**config.mk**
```make
export PLATFORM = sky130hd
export DESIGN_NAME = sha256_msg_packer
export DESIGN_NICKNAME = d
export VERILOG_FILES = /design/src/rtl/sha256_pkg.sv /design/src/rtl/sha256_pad_buffer.sv /design/src/rtl/sha256_msg_packer.sv
export SDC_FILE = /design/constraint.sdc
export NUM_CORES = 2
export LEC_CHECK = 0
export BUFFER_PORTS_ARGS = -buffer_cell sky130_fd_sc_hd__buf_2
export CELL_PAD_IN_SITES_DETAIL_PLACEMENT = 2
export CELL_PAD_IN_SITES_GLOBAL_PLACEMENT = 2
export CORE_ASPECT_RATIO = 0.75
export CORE_UTILIZATION = 47
export DETAILED_ROUTE_END_ITERATION = 8
export PLACE_DENSITY_LB_ADDON = 0.1
export SETUP_SLACK_MARGIN = 0.02
export SLEW_MARGIN = 20
export SYNTH_ARGS = -nofsm -noshare
export SYNTH_HDL_FRONTEND = slang
export SYNTH_SLANG_ARGS = --single-unit
```
**constraint.sdc**
```tcl
create_clock -name clk -period 38.1 [get_ports clk]
set_clock_uncertainty 0.1 [all_clocks]
set_input_delay 5.715 -clock clk [delete_from_list [all_inputs] [get_ports clk]]
set_output_delay 5.715 -clock clk [all_outputs]
set_load 0.05 [all_outputs]
```
**src/rtl/sha256_pkg.sv**
```systemverilog
// Shared constants for the SHA-256 message packer: FSM encoding, block geometry and padding helpers.
package sha256_pkg;

    localparam int DATA_WIDTH    = 32;  // word width toward the core; only 32 is supported
    localparam int MAX_MSG_BYTES = 55;  // longest message that still leaves room for 0x80 + length
    localparam int BLOCK_WORDS   = 16;

    localparam logic [7:0] PAD_BYTE = 8'h80;

    localparam logic [2:0] ST_IDLE    = 3'd0;
    localparam logic [2:0] ST_COLLECT = 3'd1;
    localparam logic [2:0] ST_PAD     = 3'd2;
    localparam logic [2:0] ST_SEND    = 3'd3;
    localparam logic [2:0] ST_WAIT_HI = 3'd4;
    localparam logic [2:0] ST_WAIT_LO = 3'd5;
    localparam logic [2:0] ST_DRAIN   = 3'd6;

    // Message length in bytes -> low word of the 64-bit bit-length field (L*8 never exceeds 440).
    function automatic logic [31:0] length_word(input logic [5:0] nbytes);
        return {23'b0, nbytes, 3'b000};
    endfunction

endpackage

```
**src/rtl/sha256_pad_buffer.sv**
```systemverilog
// 16x32 block buffer: big-endian byte-lane writes, padding/length write, bulk clear and a word read port.
module sha256_pad_buffer
    import sha256_pkg::*;
(
    input  logic        clk,
    input  logic        rst,
    input  logic        clear,
    input  logic        byte_we,
    input  logic        pad_we,
    input  logic [5:0]  byte_idx,
    input  logic [7:0]  byte_data,
    input  logic [3:0]  rd_idx,
    output logic [31:0] rd_data
);

    logic [31:0] mem [BLOCK_WORDS];
    logic [3:0]  word_sel;
    logic [4:0]  lane_lsb;

    // Byte 0 of a word lands in bits [31:24], hence the inverted lane index.
    assign word_sel = byte_idx[5:2];
    assign lane_lsb = {~byte_idx[1:0], 3'b000};

    // NOTE: the buffer is flops, not RAM, and IDLE relies on it being all-zero, so reset clears every word.
    always_ff @(posedge clk or posedge rst) begin
        if (rst) begin
            for (int i = 0; i < BLOCK_WORDS; i++) mem[i] <= '0;
        end else if (clear) begin
            for (int i = 0; i < BLOCK_WORDS; i++) mem[i] <= '0;
        end else if (pad_we) begin
            mem[word_sel][lane_lsb +: 8] <= PAD_BYTE;
            mem[14] <= '0;
            mem[15] <= length_word(byte_idx);
        end else if (byte_we) begin
            mem[word_sel][lane_lsb +: 8] <= byte_data;
        end
    end

    // Read bypasses a pad write in flight so word 0 can be launched in the PAD cycle itself.
    always_comb begin
        rd_data = mem[rd_idx];
        if (pad_we) begin
            if (rd_idx == word_sel) rd_data[lane_lsb +: 8] = PAD_BYTE;
            if (rd_idx == 4'd14)    rd_data = '0;
            if (rd_idx == 4'd15)    rd_data = length_word(byte_idx);
        end
    end

endmodule

```
**src/rtl/sha256_msg_packer.sv**
```systemverilog
// Packs a UART byte stream into one padded SHA-256 block and bursts it as 16 words to the core.
module sha256_msg_packer
    import sha256_pkg::*;
(
    input  logic                  clk,
    input  logic                  rst,
    input  logic                  rx_dv_in,
    input  logic [7:0]            rx_byte_in,
    input  logic                  rx_last_in,
    input  logic                  core_dv_in,
    output logic                  MP_dv_out,
    output logic [DATA_WIDTH-1:0] message_out,
    output logic                  busy_out,
    output logic                  err_out
);

    logic [2:0]  state, state_nx;
    logic [5:0]  byte_cnt, byte_cnt_nx;
    logic [3:0]  word_cnt, word_cnt_nx;
    logic        buf_clear, byte_we, pad_we, load_word, err_set, err_clr;
    logic [5:0]  byte_idx;
    logic [3:0]  rd_idx;
    logic [31:0] rd_data;

    sha256_pad_buffer u_buf (
        .clk       (clk),
        .rst       (rst),
        .clear     (buf_clear),
        .byte_we   (byte_we),
        .pad_we    (pad_we),
        .byte_idx  (byte_idx),
        .byte_data (rx_byte_in),
        .rd_idx    (rd_idx),
        .rd_data   (rd_data)
    );

    // NOTE: every signal gets a default before the case so no path leaves it unassigned (no latches).
    always_comb begin
        state_nx    = state;
        byte_cnt_nx = byte_cnt;
        word_cnt_nx = word_cnt;
        buf_clear   = 1'b0;
        byte_we     = 1'b0;
        pad_we      = 1'b0;
        load_word   = 1'b0;
        err_set     = 1'b0;
        err_clr     = 1'b0;
        byte_idx    = byte_cnt;
        rd_idx      = word_cnt;

        case (state)
            ST_IDLE: begin
                if (rx_dv_in) begin
                    byte_we     = 1'b1;
                    byte_idx    = 6'd0;
                    byte_cnt_nx = 6'd1;
                    err_clr     = 1'b1;
                    state_nx    = rx_last_in ? ST_PAD : ST_COLLECT;
                end
            end
            ST_COLLECT: begin
                if (rx_dv_in) begin
                    // A 56th byte cannot fit; the message is abandoned, ending now if it was the last byte.
                    if (byte_cnt == 6'(MAX_MSG_BYTES)) begin
                        err_set = 1'b1;
                        if (rx_last_in) begin
                            buf_clear   = 1'b1;
                            byte_cnt_nx = 6'd0;
                            state_nx    = ST_IDLE;
                        end else begin
                            state_nx = ST_DRAIN;
                        end
                    end else begin
                        byte_we     = 1'b1;
                        byte_cnt_nx = byte_cnt + 6'd1;
                        if (rx_last_in) state_nx = ST_PAD;
                    end
                end
            end
            ST_DRAIN: begin
                if (rx_dv_in && rx_last_in) begin
                    buf_clear   = 1'b1;
                    byte_cnt_nx = 6'd0;
                    state_nx    = ST_IDLE;
                end
            end
            ST_PAD: begin
                pad_we      = 1'b1;
                rd_idx      = 4'd0;
                load_word   = 1'b1;
                word_cnt_nx = 4'd1;
                err_set     = rx_dv_in;
                state_nx    = ST_SEND;
            end
            ST_SEND: begin
                load_word   = 1'b1;
                word_cnt_nx = word_cnt + 4'd1;
                err_set     = rx_dv_in;
                if (word_cnt == 4'd15) state_nx = ST_WAIT_HI;
            end
            ST_WAIT_HI: begin
                err_set = rx_dv_in;
                if (core_dv_in) state_nx = ST_WAIT_LO;
            end
            ST_WAIT_LO: begin
                err_set = rx_dv_in;
                if (!core_dv_in) begin
                    buf_clear   = 1'b1;
                    byte_cnt_nx = 6'd0;
                    word_cnt_nx = 4'd0;
                    state_nx    = ST_IDLE;
                end
            end
            default: state_nx = ST_IDLE;
        endcase
    end

    always_ff @(posedge clk or posedge rst) begin
        if (rst) begin
            state       <= ST_IDLE;
            byte_cnt    <= '0;
            word_cnt    <= '0;
            MP_dv_out   <= 1'b0;
            message_out <= '0;
            busy_out    <= 1'b0;
            err_out     <= 1'b0;
        end else begin
            state       <= state_nx;
            byte_cnt    <= byte_cnt_nx;
            word_cnt    <= word_cnt_nx;
            MP_dv_out   <= load_word;
            message_out <= load_word ? rd_data : '0;
            busy_out    <= !(state_nx == ST_IDLE || state_nx == ST_COLLECT);
            if (err_clr)      err_out <= 1'b0;
            else if (err_set) err_out <= 1'b1;
        end
    end

endmodule

```
---- Word level (Yosys, flattened, before mapping) ----
Cells that the tools add are included.
operators by class
  add/sub/neg operators ................... 3
  muxes and demuxes ....................... 57
  equal/unequal tests ..................... 17
  shifts and indexed selects .............. 3
  divide/modulo/power cells ............... 0
  multiply operators ...................... 0
  reduce and logical (&&, ||, !) cells .... 14
  bitwise logic cells ..................... 3
  order comparisons ....................... 3
operators by type and width
  kind                                                        number
  two-way mux 512 bit                                         3
  bitwise mux 512 bit                                         2
  two-way mux 32 bit                                          8
  binary-select mux 32 bit (select 4 bit)                     1
  demux 32 bit (select 4 bit)                                 1
  two-way mux 6 bit                                           8
  bitwise mux 32 bit                                          1
  variable shift 8 x 7 -> 32 bit, first input constant        1
  variable part select 8 x 7 -> 32 bit                        1
  variable part select 8 x 7 -> 32 bit, first input constant  1
  two-way mux 3 bit                                           9
  case mux 6 bit (4 select lines)                             1
  case mux 3 bit (7 select lines)                             1
  two-way mux 1 bit                                           15
  equality test 4 bit, second input constant                  3
  case mux 4 bit (3 select lines)                             1
  greater-or-equal comparator 5 bit, second input constant    2
  inverter 4 -> 5 bit                                         2
  equality test 3 bit, second input constant                  3
  two-way mux 4 bit                                           2
  inequality test 2 bit, second input constant                4
  negator 5 -> 7 bit                                          1
  adder 6 x 1 -> 6 bit, second input constant                 1
  equality test 3 x 1 -> 1 bit, second input constant         2
  21 further kinds                                            26
storage, ports and cells
  input bits .............................. 13
  ROM bits ................................ 0
  logic and storage cells ................. 123
  register bits after elaboration ......... 560
  bits in latches ......................... 0
  RAM bits ................................ 0
  memories kept ........................... 0

---- Depth between registers and ports, before layout ----
  depth after elaboration ................. 12
  mapped depth ............................ 14
  mapped depth without buffers ............ 10

---- Cells and area by module ----
Synthesis repeated with hierarchy kept, for this count alone.
second synthesis, totals
  cells, all modules ...................... 2258
  area total of the unflattened synthesis .. 26372.8 um^2
modules (own cells, without submodules)
  module             seq. area each (um^2)  area each (um^2)  instances  cells an instance
  sha256_pad_buffer  12812.3                24294.6           1          2063
  sha256_msg_packer  1201.2                 2078.2            1          195

---- Worst setup path before layout ----
No wires, ideal clock.
  path kind ............................... input to register
  from .................................... input rx_dv_in
  to ...................................... register u_buf.mem[16] (netlist bit)
  arrival ................................. 8370 ps
  slack ................................... 29563 ps
  stages on the path ...................... 14
  buffers on the path ..................... 5
  path through ............................ buf_2 or4b_1 buf_2 nand2_1 inv_1 ha_1 clkbuf_1 nor2b_1 nand2_1 nor3_1 and2_1 buf_1 buf_2 a22o_1
between the ends
  cells in the longest elaborated chain, start to end .. 11
  elaborated cells between the ends (all ways) .. 24
RTL lines
  item                                                                 line                                              text
  start: declaration                                                   sha256_msg_packer.sv:7                            input logic rx_dv_in,
  two-way mux 6 bit                                                    sha256_msg_packer.sv:53                           if (rx_dv_in) begin
  two-way mux 6 bit                                                    sha256_msg_packer.sv:51                           case (state)
  inverter 2 bit or inverter 4 -> 5 bit (tied branches)                sha256_pad_buffer.sv:22, sha256_pad_buffer.sv:35
  negator 5 -> 7 bit, or another cell as far along                     sha256_pad_buffer.sv:35                           mem[word_sel][lane_lsb +: 8] <= byte_data;
  variable shift 8 x 7 -> 32 bit or logical AND 1 bit (tied branches)  sha256_pad_buffer.sv:35
  two-way mux 32 bit (not written as such)                             sha256_pad_buffer.sv:35
  demux 32 bit (select 4 bit)                                          sha256_pad_buffer.sv:35
  bitwise mux 512 bit                                                  sha256_pad_buffer.sv:35
  two-way mux 512 bit                                                  sha256_pad_buffer.sv:34                           end else if (byte_we) begin
  two-way mux 512 bit                                                  sha256_pad_buffer.sv:30                           end else if (pad_we) begin
  two-way mux 512 bit                                                  sha256_pad_buffer.sv:28                           end else if (clear) begin
  end signal: indexed assignment                                       sha256_pad_buffer.sv:35
  end: declaration                                                     sha256_pad_buffer.sv:16                           logic [31:0] mem [BLOCK_WORDS];
Several ways; a longest one is shown, not always the timed one. The select of a mux whose other input is x is not followed.
A chain may end at the register's enable or synchronous reset.

---- Final worst setup path ----
  from .................................... input rx_dv_in
  to ...................................... register u_buf.mem[38] (netlist bit)
Same word-level chain as after synthesis.

==> summary.md <==
| Metric | Value |
|---|---|
| Outcome | finished, final reports clean |
| Drt wl/cell | 34.5 µm |
| Crit path capture type | flop |
| Slew HR | 21.5% |
| Crit path required time | 38.50 ns |
| GRT Overall Usage | 36.7% |
| Setup TNS | 0 ns |
| DP HPWL | 65.2 mm |
| NetSw | 908 µW |
| Slowest CP cell | ha_1 |
| Num Clock Sinks | 560 |
| Power share of the sequential group | 32.0% |
| Post-CTS Hold Buffers | 0 |
| M1 WL | 45.5 mm |
| RSZ-0062 raised after global routing | no |
| Switching fraction of total power | 43.4% |
| Max-slew violation count | 0 |
| Placeable Area | 55100 µm² |
| Die H | 208 µm |
| Die W | 276 µm |
| Worst-Margin Slew | 1.18 ns |
| Critical path class | input pin to flop |
| Post-synth ARST share | 100% |
| CTS Buffer Depth | 3 |
| CP startpoint kind | input pin |
| Drt first pass iters | 5 |
| Core Util, Final | 52.6% |
| Post-synth EDFFs | 0 |
| Vias in the first global route | 23600 |
| DR top layer | met4 |
| Worst endpoint data arrival time | 10.16 ns |
| Critical-path cell list | buf_2 > or4b_1 > nand2_1 > inv_1 > ha_1 > nor2b_1 > and3_1 > nand3_1 > o41ai_1 |
| Clk slew on worst S/H paths | 0.06 ns |
| Main synth FF type | dfrtp_1 |
| WP buf/inv | 2 |
| Max Clk Rate | 103 MHz |
| Vias | 22100 |
| Synth-to-Final Area Change | 9.47% |
| Largest net degree at the start of global routing | 167 |
| Post-synthesis register bit count | 560 |
| Die area | 57300 µm² |
| Pwr Density | 72.1 nW/µm² |
| Post-CTS setup buffers | 0 |
| Yosys warns | 0 |
| First-pass GRT wire length | 160 mm |
| Final Cycle Share | 25.6% |
| DRC viols | 0 |
| First DRT Iteration DRCs | 2231 |
| Critical R2R Launch | state[0] |
| GRT overflow | 0 |
| Syn_area_per_cell | 11.2 µm² |
| Placer Congestion | 0.876 |
| Placed Cells incl. Taps | 2939 |
| Internal power | 1.18 mW |
| Met2 WL | 47.9 mm |
| H-tree levels | 2 |
| Max-cap violations | 0 |
| Fin. Hold Viols | 0 |
| CTS root buffer | clkbuf_16 |
| Logic pwr share | 39.6% |
| Nets | 2295 |
| CTS tree | yes |
| Part of the power in the clock network | 28.4% |
| Post-synthesis cell type count | 72 |
| I/O Pins | 48 |
| TritonCTS buffer count | 57 |
| Via density per instance | 7.26 |
| Final setup violation count | 0 |
| Buffers on Ports | 47 |
| Synthesized cell area | 26500 µm² |
| Clock latency on the worst-skew pair | 0.66 ns |
| Final Critical Period | 9.75 ns |
| Top Family by Delay on Critical Path | simple AND/OR/NAND/NOR gates |
| Number of antenna violations at the first check in global routing | 5 |
| Fin cells | 3047 |
| VDD IR-drop max | 0.0000503 V |
| Post-Syn Instances | 2362 |
| Met3 WL | 7.93 mm |
| Pwr Total | 2.09 mW |
| Post-CTS Resized | 0 |
| Syn nets | 2381 |
| LEAKAGE | 12.7 nW |
| Share of layout cells above drive strength 1 | 14.2% |
| Routed Wire Length | 105 mm |
| Sequential share of the synthesized area | 52.9% |
| ANT nets after route | 0 |
| Finished Cell Area | 29000 µm² |
| Min-delay src | u_buf.mem[198] |
| Worst hold path type | flop to flop |
| Num rows | 74 |
| Crit path largest cell delay | 0.83 ns |
| Critical path origin | rx_dv_in |
| Initial Utilization | 48.1% |
| CP max FO | 27 |
| Placed cell area | 27000 µm² |
==> state kept, by name (all words and copies together), names as in the netlist <==
register / cells
u_buf.mem: 512
message_out: 32
byte_cnt: 6
word_cnt: 4
state: 3
MP_dv_out: 1
busy_out: 1
err_out: 1
==> synth_stat cells, types with 13 or more instances <==
master | number | share of area, %
a211oi_1 | 50 | 1.4
a21o_1 | 13 | 0.37
a21oi_1 | 114 | 2.2
a21oi_2 | 31 | 1.0
a221oi_1 | 40 | 1.3
a22o_1 | 359 | 12
a31oi_1 | 20 | 0.47
a32o_1 | 24 | 0.91
and2_1 | 57 | 1.3
and3_1 | 16 | 0.38
buf_1 | 31 | 0.44
buf_2 | 74 | 1.4
clkbuf_1 | 122 | 1.7
dfrtp_1 | 560 | 53
inv_1 | 15 | 0.21
mux2_2 | 25 | 1.1
mux2i_1 | 65 | 2.5
mux4_2 | 47 | 4.0
nand2_1 | 238 | 3.4
nand3_1 | 42 | 0.79
nor2_1 | 84 | 1.2
nor3_1 | 36 | 0.68
o21ai_0 | 50 | 0.94
o2bb2ai_1 | 24 | 0.79
o31ai_1 | 56 | 1.6
==> power groups by stage <==
stage                     Clock, mW  Combinational, mW  Sequential (mW)
final                         0.595              0.827            0.669
after global routing          0.619              0.855            0.672
after CTS                     0.600              0.811            0.668
after detailed placement          0              0.802            0.677
after global placement            0              0.782            0.675
after floorplan                   0              0.466            0.716
==> kinds of logic after synthesis <==
kind of cell | count (synthesis) | synth area share [%]
adder cells (fa/ha/maj) | 6 | 0.283
flip-flops | 560 | 52.9
multiplexers | 137 | 7.52
AND/OR/NAND/NOR | 544 | 9.71
AO/OA/AOI/OAI | 867 | 25.6
buffers and inverters | 248 | 3.94
==> layout make-up <==
| class | count | area, µm² |
|---|---|---|
| Sequential cell | 560 | 14000 |
| Fill cell | 5259 | 26100 |
| Multi-Input combinational cell | 1554 | 11500 |
| Tap cell | 722 | 903 |
| Antenna cell | 2 | 5.00 |
| Clock inverter | 25 | 284 |
| Timing Repair Buffer | 87 | 561 |
| Clock buffer | 81 | 1660 |
| Inverter | 16 | 67.6 |
==> worst reg2reg max path: stages, from the launching register on <==
cell and delay [ns]:
dfrtp_1 0.32, buf_4 0.33, or4b_1 0.49, nand2_1 0.26, inv_1 0.18, ha_1 0.83
nor2b_1 0.27, and3_1 0.74, nand3_1 0.82, o41ai_1 0.61
==> worst paths after layout <==
kind	endpoint	slack, ns	cells after the start
max	u_buf.mem[38]	28.35	9
min	u_buf.mem[198]	0.38	2
max reg2reg	u_buf.mem[38]	33.03	9
min reg2reg	u_buf.mem[198]	0.38	2
max in group asynchronous	u_buf.mem[281]	29.89	5
min in group asynchronous	MP_dv_out	5.07	2
==> metal layers <==
metal	GRT usage [%]	vias up
met5	0	-
met4	13.3	0
met3	6.28	238
met2	56.6	1027
met1	52.3	12000
li1	-	8820
==> placed cells by master (no fill, tap or decap), types with 14 or more instances in the layout <==
master	instances
nor3_1	36
clkbuf_8	14
a221oi_1	40
nor2_1	82
a32o_1	23
a211oi_1	50
a31oi_1	20
inv_1	14
o2bb2ai_1	24
mux2_2	25
nand3_1	42
and3_1	16
a21oi_1	114
and2_1	56
mux2i_1	65
a21oi_2	31
mux4_2	47
a22o_1	359
buf_2	47
dfrtp_1	558
o21ai_0	50
o31ai_1	56
nand2_1	237
clkbuf_16	57
buf_4	38
==> through the flow <==
step | worst slack, ns | hold WS [ns]
after floorplan | 16.62 | 0.335
after global placement | 28.26 | 0.349
after detailed placement | 27.89 | 0.368
after CTS | 28.50 | 0.385
after global routing | 28.12 | 0.406
final | 28.35 | 0.384
Power figures use the tool's default switching activity.
